## config.mk

```make
export PLATFORM = sky130hd
export DESIGN_NAME = ixc_gfifo_sched
export DESIGN_NICKNAME = d
export VERILOG_FILES = /design/src/rtl/ixc_gfifo_sched.sv
export SDC_FILE = /design/constraint.sdc
export NUM_CORES = 1
export LEC_CHECK = 0
export BUFFER_PORTS_ARGS = -buffer_cell sky130_fd_sc_hd__buf_2
export CORE_AREA = 2 2 198 200
export CTS_CLUSTER_DIAMETER = 100
export DETAILED_ROUTE_END_ITERATION = 8
export DIE_AREA = 0 0 200 202
export GPL_TIMING_DRIVEN = 0
export PLACE_DENSITY_LB_ADDON = 0.1
export SYNTH_ARGS = -nofsm -noshare
export SYNTH_HDL_FRONTEND = slang
export SYNTH_SLANG_ARGS = --single-unit
```

## constraint.sdc

```tcl
create_clock -name clk -period 12.3 [get_ports clk]
set_input_delay 3.69 -clock clk [delete_from_list [all_inputs] [get_ports clk]]
set_output_delay 3.69 -clock clk [all_outputs]
set_load 0.1 [all_outputs]
```

## src/rtl/ixc_gfifo_sched.sv

```systemverilog
// ixc_gfifo_sched: round-robin, credit-checked burst scheduler for the shared GFIFO write port
module ixc_gfifo_sched #(
  parameter int NREQ  = 4,
  parameter int DW    = 64,
  parameter int DEPTH = 256,
  parameter int LENW  = 9
) (
  input  logic                       clk,
  input  logic                       rstn,
  input  logic [NREQ-1:0]            req_valid,
  input  logic [NREQ*LENW-1:0]       req_len,
  input  logic [NREQ-1:0]            req_dvalid,
  input  logic [NREQ*DW-1:0]         req_data,
  output logic [NREQ-1:0]            req_gnt,
  output logic [NREQ-1:0]            req_ack,
  input  logic [63:0]                rdCnt,
  output logic                       fifo_wr,
  output logic [DW-1:0]              fifo_wdata,
  output logic [$clog2(NREQ)-1:0]    fifo_tag,
  output logic [63:0]                wrCnt,
  output logic                       len_err,
  output logic                       ovf_err
);
  localparam int TAGW = $clog2(NREQ);
  typedef enum logic {S_IDLE, S_XFER} state_t;
  state_t r_state, w_state_n;
  logic [TAGW-1:0] r_g, w_g_n, r_rr, w_rr_n, w_pick, w_idx, r_tag;
  logic [LENW-1:0] r_remain, w_remain_n;
  logic [NREQ-1:0] r_gnt, w_gnt_n, w_elig, w_bad;
  logic [63:0]     r_rdcnt, r_wrcnt, w_occ, w_free;
  logic [DW-1:0]   r_wdata;
  logic            w_ovf, w_found, w_ack, r_fifo_wr, r_len_err, r_ovf_err;
  logic [LENW-1:0] w_len [NREQ];
  logic [DW-1:0]   w_data [NREQ];

  for (genvar i = 0; i < NREQ; i++) begin : g_src
    assign w_len[i]  = req_len[i*LENW +: LENW];
    assign w_data[i] = req_data[i*DW +: DW];
    assign w_bad[i]  = req_valid[i] && (w_len[i] == '0 || 32'(w_len[i]) > 32'(DEPTH));
    assign w_elig[i] = req_valid[i] && !w_bad[i] && 64'(w_len[i]) <= w_free;
  end

  // Occupancy counts words already in the write pipe, so the credit check is conservative
  assign w_occ = r_wrcnt - r_rdcnt;
  assign w_ovf = w_occ > 64'(DEPTH);
  assign w_free = w_ovf ? '0 : 64'(DEPTH) - w_occ;
  assign req_gnt = r_gnt;
  assign req_ack = r_gnt & req_dvalid;
  assign w_ack = |req_ack;
  assign fifo_wr = r_fifo_wr;
  assign fifo_wdata = r_wdata;
  assign fifo_tag = r_tag;
  assign wrCnt = r_wrcnt;
  assign len_err = r_len_err;
  assign ovf_err = r_ovf_err;

  // Round-robin pick: lowest offset from rr wins, so scan offsets from high to low
  always_comb begin
    w_found = 1'b0;
    w_pick = '0;
    w_idx = '0;
    for (int k = NREQ - 1; k >= 0; k--) begin
      w_idx = TAGW'((int'(r_rr) + k) % NREQ);
      if (w_elig[w_idx]) begin
        w_found = 1'b1;
        w_pick = w_idx;
      end
    end
  end

  // Grant FSM next state: IDLE latches a winner, XFER counts acks down to the last word
  always_comb begin
    w_state_n = r_state;
    w_g_n = r_g;
    w_rr_n = r_rr;
    w_remain_n = r_remain;
    w_gnt_n = r_gnt;
    if (r_state == S_IDLE && w_found) begin
      w_state_n = S_XFER;
      w_g_n = w_pick;
      w_rr_n = TAGW'((int'(w_pick) + 1) % NREQ);
      w_remain_n = w_len[w_pick];
      w_gnt_n = NREQ'(1) << w_pick;
    end else if (r_state == S_XFER && w_ack) begin
      w_remain_n = r_remain - LENW'(1);
      w_state_n = (r_remain == LENW'(1)) ? S_IDLE : S_XFER;
      w_gnt_n = (r_remain == LENW'(1)) ? '0 : r_gnt;
    end
  end

  // Grant FSM state register
  always_ff @(posedge clk) begin
    if (!rstn) begin
      r_state <= S_IDLE;
      r_g <= '0;
      r_rr <= '0;
      r_remain <= '0;
      r_gnt <= '0;
    end else begin
      r_state <= w_state_n;
      r_g <= w_g_n;
      r_rr <= w_rr_n;
      r_remain <= w_remain_n;
      r_gnt <= w_gnt_n;
    end
  end

  // Credit counters, sticky errors and the one-stage GFIFO write pipe
  always_ff @(posedge clk) begin
    if (!rstn) begin
      r_rdcnt <= '0;
      r_wrcnt <= '0;
      r_len_err <= 1'b0;
      r_ovf_err <= 1'b0;
      r_fifo_wr <= 1'b0;
      r_wdata <= '0;
      r_tag <= '0;
    end else begin
      r_rdcnt <= rdCnt;
      r_wrcnt <= r_wrcnt + 64'(w_ack);
      r_len_err <= r_len_err | (r_state == S_IDLE && |w_bad);
      r_ovf_err <= r_ovf_err | w_ovf;
      r_fifo_wr <= w_ack;
      r_wdata <= w_ack ? w_data[r_g] : r_wdata;
      r_tag <= w_ack ? r_g : r_tag;
    end
  end
endmodule

```

Word level (Yosys, flattened, before mapping)
Index checks and enable logic that the tools add are counted.
{ "totals": {"ff_bits": 215, "inputBits": 366, "out_inout_bits": 141, "wordCells": 106} }
{ "classes": {"n_addsub": 8, "magnitude_cmp": 15, "eq_ne": 1, "shift": 1, "mux": 31, "bitwise": 6, "reduce_logical": 32} }
{ "ops": {"columns": ["operator", "count"], "rows": [
  ["less-or-equal comparator 9 x 64 -> 1 bit", 4],
  ["2-to-1 mux 64 bit", 3],
  ["binary-select mux 64 bit (select 2 bit)", 1],
  ["adder 64 x 1 -> 64 bit", 1],
  ["greater-than comparator 64 x 9 -> 1 bit, second input constant", 1],
  ["subtractor 64 bit", 1],
  ["subtractor 9 x 64 -> 64 bit, first input constant", 1],
  ["greater-than comparator 9 bit, second input constant", 4],
  ["logical NOT 9 bit", 4],
  ["2-to-1 mux 9 bit", 4],
  ["binary-select mux 9 bit (select 2 bit)", 1],
  ["logical AND 1 bit", 15],
  ["less-than comparator 2 x 3 -> 1 bit, second input constant", 4],
  ["2-to-1 mux 4 bit", 3],
  ["2-to-1 mux 1 bit", 11],
  ["== test 9 x 1 -> 1 bit, second input constant", 1],
  ["subtractor 9 x 1 -> 9 bit, second input constant", 1],
  ["binary-select mux 1 bit (select 2 bit)", 4],
  ["2-to-1 mux 2 bit", 4],
  ["OR reduction 4 bit", 2],
  [">= comparator 3 bit, second input constant", 2],
  ["NOT 2 -> 3 bit", 2],
  ["adder 2 x 1 -> 2 bit, second input constant", 2],
  ["adder 2 bit, second input constant", 2],
  ["8 further kinds", 16]
]} }

Logic depth before layout (Yosys ltp)
Gate-level depths: netlist of run 1.
{ "logic_depth": {"ltp_word": 17, "ltp_mapped": 36, "depth_no_buf": 35} }

Worst setup path after synthesis of run 1
OpenSTA, ideal clock, no wires.
{ "synth_timing": {"path_kind": "input-to-reg", "from": "input req_dvalid[0]", "to": "register r_wrcnt[62], in the netlist wrCnt[62]", "setup_ps": 115, "arrival_time_ps": 8161, "required_ps": 12185, "slack_ps": 4024, "cell_stages": 21, "n_path_buf": 3, "path_cell_list": "nand2_1 > inv_1 > nor4_1 > clkinv_1 > clkbuf_1 > ha_1 > ha_1 > and2_1 > clkbuf_1 > nor2b_1 > and4_1 > clkbuf_1 > inv_1 > nor4_1 > and3_1 > nand2_1 > nor2_1 > and4_1 > nand4_1 > xnor2_1 > and2_1"} }
{ "synth_via": {"elab_chain_len": 3} }
{ "synth_rtl": {"columns": ["element", "line_no", "rtl"], "rows": [
  ["from (decl)", "12", "input logic [NREQ-1:0] req_dvalid,"],
  ["AND 4 bit", "48", "assign req_ack = r_gnt & req_dvalid;"],
  ["net req_ack[0]", "15", "output logic [NREQ-1:0] req_ack,"],
  ["OR reduction 4 bit", "49", "assign w_ack = |req_ack;"],
  ["net w_ack", "32", "logic w_ovf, w_found, w_ack, r_fifo_wr, r_len_err, r_ovf_err;"],
  ["adder 64 x 1 -> 64 bit", "120", "r_wrcnt <= r_wrcnt + 64'(w_ack);"],
  ["to (signal assigned)", "120", null],
  ["to (decl)", "30", "logic [63:0] r_rdcnt, r_wrcnt, w_occ, w_free;"]
]} }
The timed path passes the listed nets, and every way through them passes these cells.
A chain may end at the register's enable or synchronous reset.

Worst setup path in the final report of run 1
{ "layout_timing": {"from": "input req_dvalid[3]", "to": "register r_wrcnt[62], in the netlist wrCnt[62]"} }
{ "layout_via": {"elab_chain_len": 3} }
{ "layout_rtl": {"columns": ["element", "line_no"], "rows": [
  ["AND 4 bit", "48"],
  ["OR reduction 4 bit", "49"],
  ["net w_ack", "32"],
  ["adder 64 x 1 -> 64 bit", "120"]
]} }
The timed path passes the listed nets, and every way through them passes these cells.

==> reports/qor.yml, run 1 <==
gp_congestion: 1.04
postSynthRegisterBits: 215
clock_tree_from_tritoncts: "done"
route.detailed.vias_per_inst: 5.88
worst_path_clk_slew_ns: 0.07
worstSetupEndpointType: "flip-flop"
syn-instance-count: 2065
drive_gt1_frac: 0.244
coreArea_mm2: 0.0383
design.die.area_mm2: 0.0404
timing_hold_violations_final: 0
async_reset_ff_frac: 0
synth.avg_cell_area_um2: 8.13
worstPathMaxFanout: 10
count_of_cells_resized_by_post_cts_repair: 0
worst-setup-path-type: "in2reg"
share_comb_of_total_power: 0.254
internal-power_mw: 1.39
worstPathRequired_ns: 12.75
pwr-share-clk: 0.389
grt_overflow: 0
unrepaired_setup_endpoints_after_global_routing: "no"
final-setup-viol-count: 0
result_of_the_run: "complete, no violations"
register_area_mm2: 0.00430
place.port_buffers: 505
post-synth-top-area-fraction: 0.256
layout-area-overhead-vs-synth_pct: 24.4
number_of_enable_flip_flop_cells_after_synthesis: 0
numClockSinks: 215
hp_class: "reg2reg"
route.detailed.drc: 0
yosys_warnings: 0
worst_skew_pair.late_latency_ns: 0.57
cts_made_buffers: 25
route.vias.total: 18500
power_leakage_nw: 9.19
worst_ep_arrival_time_ns: 9.91
die_width_um: 200
worst_path_max_delay_cell: "nor4_1"
ranking_of_synthesized_cells_by_instance_count: "286 x nand2_1, 215 x dfxtp_1, 132 x and2_1"
synth_area_leader_cell: "dfxtp_1"
power.share.sequential: 0.358
post-dp-hpwl_um: 63800
period_share: 0.769
share_of_the_yosys_chip_area_belonging_to_registers: 0.256
path_delay_family: "simple AND/OR/NAND/NOR gates"
utilization: 0.545
mappedNetlistNets: 2540
layout_min_cycle_time_ns: 9.46
maxCapViolCount: 0
critPathBufInv: 8
fin_skew_ns: 0.0255
setup_total_negative_slack_ns: 0
postRouteAntennaNets: 0
max_slew_margin: 0.0414
tightest_slew_ns: 1.42
most_frequent_cell_on_the_critical_path: "clkbuf_1"
post_syn_area_mm2: 0.0168
post_drt_wl_per_cell_um: 24.1
multi_input_combinational_cell_area_mm2: 0.0117
floorplan.rows: 72
grt_pass1_wl_um: 109000
switchingPower_uw: 690
start_util: 0.439
postRouteWirelength_um: 75700
detail_route.first_pass.iterations: 8
dr.first_iter.drc_count: 1660
netSwitchingFraction: 0.331
finalNetCount: 3073
power.ir.vdd_worst_mv: 0.117
setup.worst_path.start_class: "input port"
synth_cell_type_count: 87
max_stage_delay_ns: 1.19
post-cts-setup-buffers: 0
final_max_slew_viol_count: 0
worstPathCellList: "buf_2, nand2_1, inv_1, nor4_1, buf_2, clkinv_1, clkbuf_1, ha_1, ha_1, and2_1, clkbuf_1, nor2b_1, and4_1, clkbuf_1, inv_1, nor4_1, and3_1, nand2_1, nor2_1, and4_1, nand4_1, xnor2_1, and2_1"
synthFlopType: "dfxtp_1"
cts_max_path_buffers: 3
initial_antenna_violation_count: 25
fillers: 3746
cts-root-buf: "clkbuf_16"
cts.htree.levels: 1
totalPowerFinal_mw: 2.08
die_y_um: 202
synth.most_common_cell: "nand2_1"
hold_buffers: 0
grt_util_all_layers: 0.364
post_synth_main_area_contributors: "dfxtp_1 26%, mux4_2 8.6%, ha_1 8.0%"
grt_start_max_net_pins: 14
design.portCount: 507
first_global_vias: 17400
powerDensity_mw_per_mm2: 99.8
max_freq_ghz: 0.106
==> metrics by stage <==
step	setup slack, ns	hold slack [ns]	instance area, µm²	instances
5_1_grt	2.49	0.475	20900	3134
2_1_floorplan	4.02	0.464	16800	2065
3_5_place_dp	2.43	0.456	20000	3089
3_3_place_gp	2.43	0.448	20000	3088
6_report	2.84	0.462	20900	3143
4_1_cts	2.98	0.464	20900	3132
==> final cells by class <==
cell class,count,area share
tap,518,0.0310
clock inverter,9,0.00797
clock buffer,34,0.0344
sequential,215,0.206
antenna,11,0.00132
timing repair buffer,506,0.121
inverter,100,0.0180
buffer,101,0.0192
multi-input combinational,1649,0.561
==> logic make-up (layout without fill, tap and decap cells) <==
kind of cell,after synthesis,after routing,synth area share
AOI/OAI and AO/OA,507,507,0.206
xor gates and xnor gates,110,110,0.0578
adders and majority gates,109,109,0.0817
buffers and inverters,201,750,0.0463
DFF,215,215,0.256
muxes,85,85,0.0986
other,0,11,0
and+or+nand+nor,838,838,0.253
==> worst reg2reg max path: cells and delay by family (launching register included) <==
kind                       cells  cell delay (ns)
AOI/OAI and AO/OA             18             4.42
xor gates and xnor gates       1             0.14
adders and majority gates      2             0.65
buffers and inverters          2             0.47
DFF                            1             0.50
and+or+nand+nor                8             2.29
==> worst paths after layout <==
kind | startpoint | endpoint | slack [ns] | cells after the start
max reg2reg | wrCnt[41] | r_remain[2] | 3.77 | 31
max | req_dvalid[3] | wrCnt[62] | 2.84 | 23
min | fifo_wdata[19] | fifo_wdata[19] | 0.46 | 2
min reg2reg | fifo_wdata[19] | fifo_wdata[19] | 0.46 | 2
==> layout by cell type (no fill, tap or decap), drive strengths merged, types with 16 or more instances in the layout <==
| cell type | Yosys | routed |
|---|---|---|
| o21ai | 101 | 101 |
| buf | 13 | 519 |
| or3 | 16 | 16 |
| nand4 | 65 | 65 |
| mux2i | 18 | 18 |
| nand3 | 59 | 59 |
| a21oi | 109 | 109 |
| xor2 | 30 | 30 |
| a21boi | 85 | 85 |
| nand2 | 287 | 287 |
| and2 | 132 | 132 |
| inv | 99 | 101 |
| nor3 | 34 | 34 |
| ha | 108 | 108 |
| a21o | 24 | 24 |
| clkbuf | 88 | 122 |
| mux4 | 64 | 64 |
| nor4 | 26 | 26 |
| dfxtp | 215 | 215 |
| and3 | 29 | 29 |
| nor2 | 119 | 119 |
| a211oi | 24 | 24 |
| o21a | 30 | 30 |
| xnor2 | 80 | 80 |
==> sequential cells by signal, summed over array words and instances (netlist names) <==
name	cells
req_gnt	4
r_rr	2
fifo_tag	2
r_state	1
ovf_err	1
wrCnt	64
r_g	2
fifo_wdata	64
r_remain	9
len_err	1
r_rdcnt	64
fifo_wr	1
==> power groups by stage <==
stage / Combinational [mW] / Clock [mW] / Sequential, mW
detailed placement: 0.518 / 0 / 0.760
finish: 0.528 / 0.810 / 0.745
global placement: 0.513 / 0 / 0.759
floorplan: 0.241 / 0 / 0.855
global route: 0.564 / 0.843 / 0.749
CTS: 0.521 / 0.816 / 0.745
==> layer usage <==
| layer | share of wire | track usage | wire length (µm) |
|---|---|---|---|
| met1 | 0.41 | 0.467 | 31100 |
| met2 | 0.45 | 0.584 | 34300 |
| met3 | 0.091 | 0.0976 | 6900 |
| met4 | 0.044 | 0.132 | 3310 |
| met5 | 0.0015 | 0 | 115 |
Power figures use the tool's default switching activity.
==> run 2, diff against run 1 <==
- ABC_AREA: not set -> 1
- CORE_AREA: 2 2 198 200 -> 2 2 199 201
- DIE_AREA: 0 0 200 202 -> 0 0 201 203
- clock period: 12.3 -> 9.3 ns (I/O delays scaled with it)
==> run 2 against run 1 <==
Against the previous run:
- critical path depth rose by 8
- cell count rose by 29%
- register-to-register slack got worse by 1.4 ns
- sequential share of layout area fell by 0.54 points
- hold slack got worse by 0.0026 ns
==> reports/qor.yml, run 2 <==
layout_common_cells: "697 x nand2_1, 509 x buf_2, 497 x nor2_1, 497 x inv_1, 264 x o21ai_0"  # was 508 x buf_2, 286 x nand2_1, 215 x dfxtp_1
post-synth-top-area-fraction: 0.248  # was 0.256
worst_skew_pair.late_latency_ns: 0.56  # was 0.57 ns
share_of_the_yosys_chip_area_belonging_to_registers: 0.248  # was 0.256
cts_max_path_buffers: 3  # unchanged
synth_area_leader_cell: "dfxtp_1"  # unchanged
post_synth_main_area_contributors: "dfxtp_1 25%, nand2_1 15%, inv_1 11%"  # was dfxtp_1 26%, mux4_2 8.6%, ha_1 8.0%
powerDensity_mw_per_mm2: 224  # was 99.8 mW/mm²
hp_class: "reg2reg"  # unchanged
unrepaired_setup_endpoints_after_global_routing: "no"  # unchanged
gp_congestion: 1.08  # was 1.04
yosys_warnings: 0  # unchanged
worst_path_clk_slew_ns: 0.05  # was 0.07 ns
synth.avg_cell_area_um2: 5.84  # was 8.13 µm²
clock_tree_from_tritoncts: "done"  # unchanged
first_global_vias: 20800  # was 17,400
cts_made_buffers: 27  # was 25
detail_route.first_pass.iterations: 6  # was 8
floorplan.rows: 72  # unchanged
setup.worst_path.start_class: "input port"  # unchanged
route.detailed.vias_per_inst: 5.43  # was 5.88
hold_buffers: 0  # unchanged
grt_pass1_wl_um: 124000  # was 109,000 µm
worstPathMaxFanout: 10  # unchanged
worstSetupEndpointType: "flip-flop"  # unchanged
power.ir.vdd_worst_mv: 0.313  # was 0.117 mV
dr.first_iter.drc_count: 2228  # was 1,660
synthFlopType: "dfxtp_1"  # unchanged
timing_hold_violations_final: 0  # unchanged
coreArea_mm2: 0.0385  # was 0.0383 mm²
worst-setup-path-type: "in2reg"  # unchanged
worst_path_max_delay_cell: "buf_1"  # was nor4_1
max_freq_ghz: 0.127
die_width_um: 201  # was 200 µm
cts-root-buf: "clkbuf_16"  # unchanged
grt_overflow: 0  # unchanged
die_y_um: 203  # was 202 µm
number_of_enable_flip_flop_cells_after_synthesis: 0  # unchanged
post-cts-setup-buffers: 0  # unchanged
fillers: 4108  # was 3,746
worstPathRequired_ns: 9.76  # was 12.75 ns
synth_cell_type_count: 56  # was 87
max_stage_delay_ns: 0.70  # was 1.19 ns
layout-area-overhead-vs-synth_pct: 23.5  # was 24.4%
drive_gt1_frac: 0.174  # was 0.244
start_util: 0.451  # was 0.439
initial_antenna_violation_count: 30  # was 25
utilization: 0.557  # was 0.545
most_frequent_cell_on_the_critical_path: "inv_1"  # was clkbuf_1
mappedNetlistNets: 3446  # was 2,540
syn-instance-count: 2971  # was 2,065
route.detailed.drc: 0  # unchanged
multi_input_combinational_cell_area_mm2: 0.0108  # was 0.0117 mm²
place.port_buffers: 506  # was 505
post_drt_wl_per_cell_um: 20.6  # was 24.1 µm
power_leakage_nw: 11.5  # was 9.19 nW
final_max_slew_viol_count: 0  # unchanged
register_area_mm2: 0.00430  # unchanged
cts.htree.levels: 1  # unchanged
maxCapViolCount: 0  # unchanged
route.vias.total: 22100  # was 18,500
post-dp-hpwl_um: 71000  # was 63,800 µm
postRouteAntennaNets: 0  # unchanged
result_of_the_run: "complete, no violations"  # unchanged
postRouteWirelength_um: 83800  # was 75,700 µm
fin_skew_ns: 0.0169  # was 0.0255 ns
final_common_cell: "nand2_1"  # was buf_2
synth.most_common_cell: "nand2_1"  # unchanged
async_reset_ff_frac: 0  # unchanged
final-setup-viol-count: 0  # unchanged
design.die.area_mm2: 0.0408  # was 0.0404 mm²
ranking_of_synthesized_cells_by_instance_count: "697 x nand2_1, 497 x inv_1, 497 x nor2_1"  # was 286 x nand2_1, 215 x dfxtp_1, 132 x and2_1
max_slew_margin: 0.369  # was 0.0414
tightest_slew_ns: 0.947  # was 1.42 ns
layout_min_cycle_time_ns: 7.86
finalNetCount: 3981  # was 3,073
worst_ep_arrival_time_ns: 8.32  # was 9.91 ns
grt_start_max_net_pins: 14  # unchanged
grt_util_all_layers: 0.398  # was 0.364
count_of_cells_resized_by_post_cts_repair: 0  # unchanged
setup_total_negative_slack_ns: 0  # unchanged
post_syn_area_mm2: 0.0174  # was 0.0168 mm²
period_share: 0.845
numClockSinks: 215  # unchanged
design.portCount: 507  # unchanged
postSynthRegisterBits: 215  # unchanged
## run 2: logic make-up (layout without fill, tap and decap cells)
kind of cell             Yosys count  in the layout  share of synthesized area
XOR/XNOR                          30             30                     0.0156
AO/OA/AOI/OAI                    538            538                      0.170
adder cells (fa/ha/maj)          109            109                     0.0790
flip-flops                       215            215                      0.248
other                              0             24                          0
AND/OR/NAND/NOR                 1487           1487                      0.358
buffers and inverters            592           1146                      0.130
## run 2: cell type report
cell class | instances | area share
clock inverter | 9 | 0.00385
tap | 518 | 0.0302
antenna | 24 | 0.00280
sequential | 215 | 0.201
timing repair buffer | 506 | 0.118
multi-input combinational | 2164 | 0.504
inverter | 506 | 0.0886
buffer | 86 | 0.0165
clock buffer | 39 | 0.0355
## run 2: worst max-delay path: cells and delay by family
kind | cells | cell delay (ns)
simple gates | 17 | 2.44
buf+inv | 11 | 2.33
fa+ha+maj | 2 | 0.49
compound gates | 1 | 0.24
## run 2: final timing paths
kind | from | endpoint | slack (ns) | cells after the start
min reg2reg | len_err | len_err | 0.46 | 2
max reg2reg | wrCnt[37] | r_remain[0] | 2.39 | 30
max | req_dvalid[1] | wrCnt[62] | 1.44 | 31
min | len_err | len_err | 0.46 | 2
## run 2: power by group
group | switching, mW | internal, mW
Sequential | 0.100 | 1.08
Combinational | 2.02 | 0.575
Clock | 0.432 | 0.594
Total | 2.55 | 2.25
## run 2: metal layers
| layer | GRT usage | share of wire |
|---|---|---|
| met1 | 0.511 | 0.40 |
| met2 | 0.660 | 0.45 |
| met3 | 0.0737 | 0.10 |
| met4 | 0.162 | 0.044 |
| met5 | 0 | 0.00075 |
## run 2: through the flow
step	area [µm²]	power [mW]	setup WS [ns]	hold WS, ns	cells
6_report	21400	4.80	1.44	0.460	4067
5_1_grt	21400	5.02	1.05	0.492	4060
4_1_cts	21400	4.76	1.69	0.459	4043
3_5_place_dp	20500	3.73	1.11	0.451	3995
3_3_place_gp	20500	3.71	1.20	0.445	3995
2_1_floorplan	17400	3.04	1.79	0.463	2971
==> run 3, diff against run 2 <==
- clock period: 9.3 -> 7.4 ns (I/O delays scaled with it)
==> run 3 against run 2 <==
Against the previous run:
- non-clock buffer count stayed put
- critical endpoint unchanged
- total power rose by 26%
- highest routed layer unchanged
- clock-buffer cell count unchanged
- sequential power is 26% higher
==> reports/qor.yml, run 3 (synthesis gave the netlist of run 2 again) <==
max_freq_ghz: 0.144
worst-setup-path-type: "in2reg"  # unchanged
post_layout_nonfiller_instances: 4067  # unchanged
layout_common_cells: "697 x nand2_1, 509 x buf_2, 497 x nor2_1, 497 x inv_1, 264 x o21ai_0"  # unchanged
path_delay_family: "simple AND/OR/NAND/NOR gates"  # unchanged
internal-power_mw: 2.83  # was 2.25 mW
route.detailed.drc: 0  # unchanged
drive_gt1_frac: 0.174  # about the same
initial_antenna_violation_count: 31  # was 30
cts_max_path_buffers: 3  # unchanged
power_leakage_nw: 11.5  # about the same
worst_path_clk_slew_ns: 0.05  # about the same
grt_overflow: 0  # unchanged
die_width_um: 201  # unchanged
grt_start_max_net_pins: 14  # unchanged
design.portCount: 507  # unchanged
first_global_vias: 20800  # unchanged
worst_ep_arrival_time_ns: 7.41  # was 8.32 ns
place.port_buffers: 506  # unchanged
layout-area-overhead-vs-synth_pct: 23.6  # was 23.5%
power.ir.vdd_worst_mv: 0.400  # was 0.313 mV
numClockSinks: 215  # unchanged
cts.htree.levels: 1  # unchanged
critPathBufInv: 11  # unchanged
postRouteWirelength_um: 83700  # was 83,800 µm
regToRegSetupSlack_ns: 0.61  # was 2.39 ns
setup.worst_path.start_class: "input port"  # unchanged
netSwitchingFraction: 0.531  # about the same
maxCapViolCount: 0  # unchanged
cts-root-buf: "clkbuf_16"  # unchanged
reg2regPathDepth: 34  # was 30
setup_total_negative_slack_ns: 0  # unchanged
floorplan.rows: 72  # unchanged
tightest_slew_ns: 0.963  # was 0.947 ns
post-cts-setup-buffers: 0  # unchanged
coreArea_mm2: 0.0385  # unchanged
grt_pass1_wl_um: 124000  # unchanged
switchingPower_mw: 3.21  # was 2.55 mW
powerDensity_mw_per_mm2: 281  # was 224 mW/mm²
gp_congestion: 1.08  # unchanged
final_common_cell: "nand2_1"  # unchanged
post_drt_wl_per_cell_um: 20.6  # about the same
design.die.area_mm2: 0.0408  # unchanged
worstPathRequired_ns: 7.87  # was 9.76 ns
period_share: 0.939
max_stage_delay_ns: 0.45  # was 0.70 ns
most_frequent_cell_on_the_critical_path: "inv_1"  # unchanged
worst_skew_pair.late_latency_ns: 0.57  # was 0.56 ns
start_util: 0.451  # unchanged
crit_start: "req_dvalid[1]"  # unchanged
share_comb_of_total_power: 0.539  # was 0.540
fin_skew_ns: 0.0217  # was 0.0169 ns
max_slew_margin: 0.358  # was 0.369
fillers: 4116  # was 4,108
final-setup-viol-count: 0  # unchanged
r2r-start: "wrCnt[37]"  # unchanged
crit_path_end: "wrCnt[62]"  # unchanged
route.vias.total: 22100  # about the same
grt_util_all_layers: 0.398  # unchanged
route.detailed.vias_per_inst: 5.43  # about the same
final_max_slew_viol_count: 0  # unchanged
postRouteAntennaNets: 0  # unchanged
dr.first_iter.drc_count: 2116  # was 2,228
placedCellCount: 3995  # unchanged
result_of_the_run: "complete, no violations"  # unchanged
layout_min_cycle_time_ns: 6.95
post-dp-hpwl_um: 71000  # unchanged
worstSetupEndpointType: "flip-flop"  # unchanged
power.share.sequential: 0.246  # about the same
worst_path_max_delay_cell: "clkbuf_2"  # was buf_1
timing_hold_violations_final: 0  # unchanged
die_y_um: 203  # unchanged
detail_route.first_pass.iterations: 6  # unchanged
hp_class: "reg2reg"  # unchanged
worstPathMaxFanout: 10  # unchanged
cts_made_buffers: 27  # unchanged
reg2reg_end: "r_remain[6]"  # was r_remain[0]
critical_path_depth: 31  # unchanged
timing.hold.ws_ns: 0.460  # about the same
pwr-share-clk: 0.215  # was 0.214
finalNetCount: 3981  # unchanged
clock_tree_from_tritoncts: "done"  # unchanged
[run 3: cell types whose count changed in the layout (fill, tap and decap cells not counted), sizes merged]
| cell | before | now |
|---|---|---|
| buf | 525 | 524 |
| clkbuf | 106 | 107 |
[run 3: final cells by class]
class,count,area [µm²],share of cell area
Buffer,86,355,0.0166
Antenna cell,24,60.1,0.00280
Multi-Input combinational cell,2164,10800,0.504
Sequential cell,215,4300,0.201
Inverter,506,1900,0.0885
Clock buffer,39,761,0.0355
Timing Repair Buffer,506,2530,0.118
Clock inverter,9,82.6,0.00385
Tap cell,518,648,0.0302
[run 3: worst min-delay path by stage]
stage / from / endpoint / slack [ns] / depth (start not counted)
after floorplan: r_state / r_state / 0.46 / 2
after global placement: len_err / len_err / 0.45 / 2
after detailed placement: len_err / len_err / 0.45 / 2
after CTS: len_err / len_err / 0.46 / 2
after global routing: len_err / len_err / 0.49 / 2
final: len_err / len_err / 0.46 / 2
[run 3: power by group through the flow]
stage	clock network [mW]	logic, mW	registers (mW)
6_report	1.29	3.26	1.49
5_1_grt	1.34	3.46	1.50
4_1_cts	1.30	3.21	1.48
3_5_place_dp	0	3.19	1.50
3_3_place_gp	0	3.17	1.50
2_1_floorplan	0	1.32	2.50
[run 3: what timing repair did]
action,in CTS,in global routing
endpoints found under the setup margin,0,12
resized for setup,0,4
hold buffers,0,0
[run 3: per-stage QoR]
step	area [µm²]	utilization	setup slack, ns	total power, mW
final	21500	0.558	0.454	6.04
after global routing	21400	0.557	-0.00168	6.31
after global placement	20500	0.534	-0.128	4.66
after detailed placement	20500	0.534	-0.215	4.69
after CTS	21400	0.556	0.362	5.99
after floorplan	17400	-	0.461	3.82
[run 3: metal layers]
layer  GRT usage  vias up  part of all wire
li1            -    10600                 -
met1       0.511    10100              0.40
met2       0.660     1203              0.45
met3      0.0737      196              0.11
met4       0.162       12             0.046
met5           0        -           0.00097
[run 3: worst min-delay path: stages, from the launching register on]
cell	delay, ns
dfxtp_1	0.31
inv_1	0.05
a21oi_1	0.05
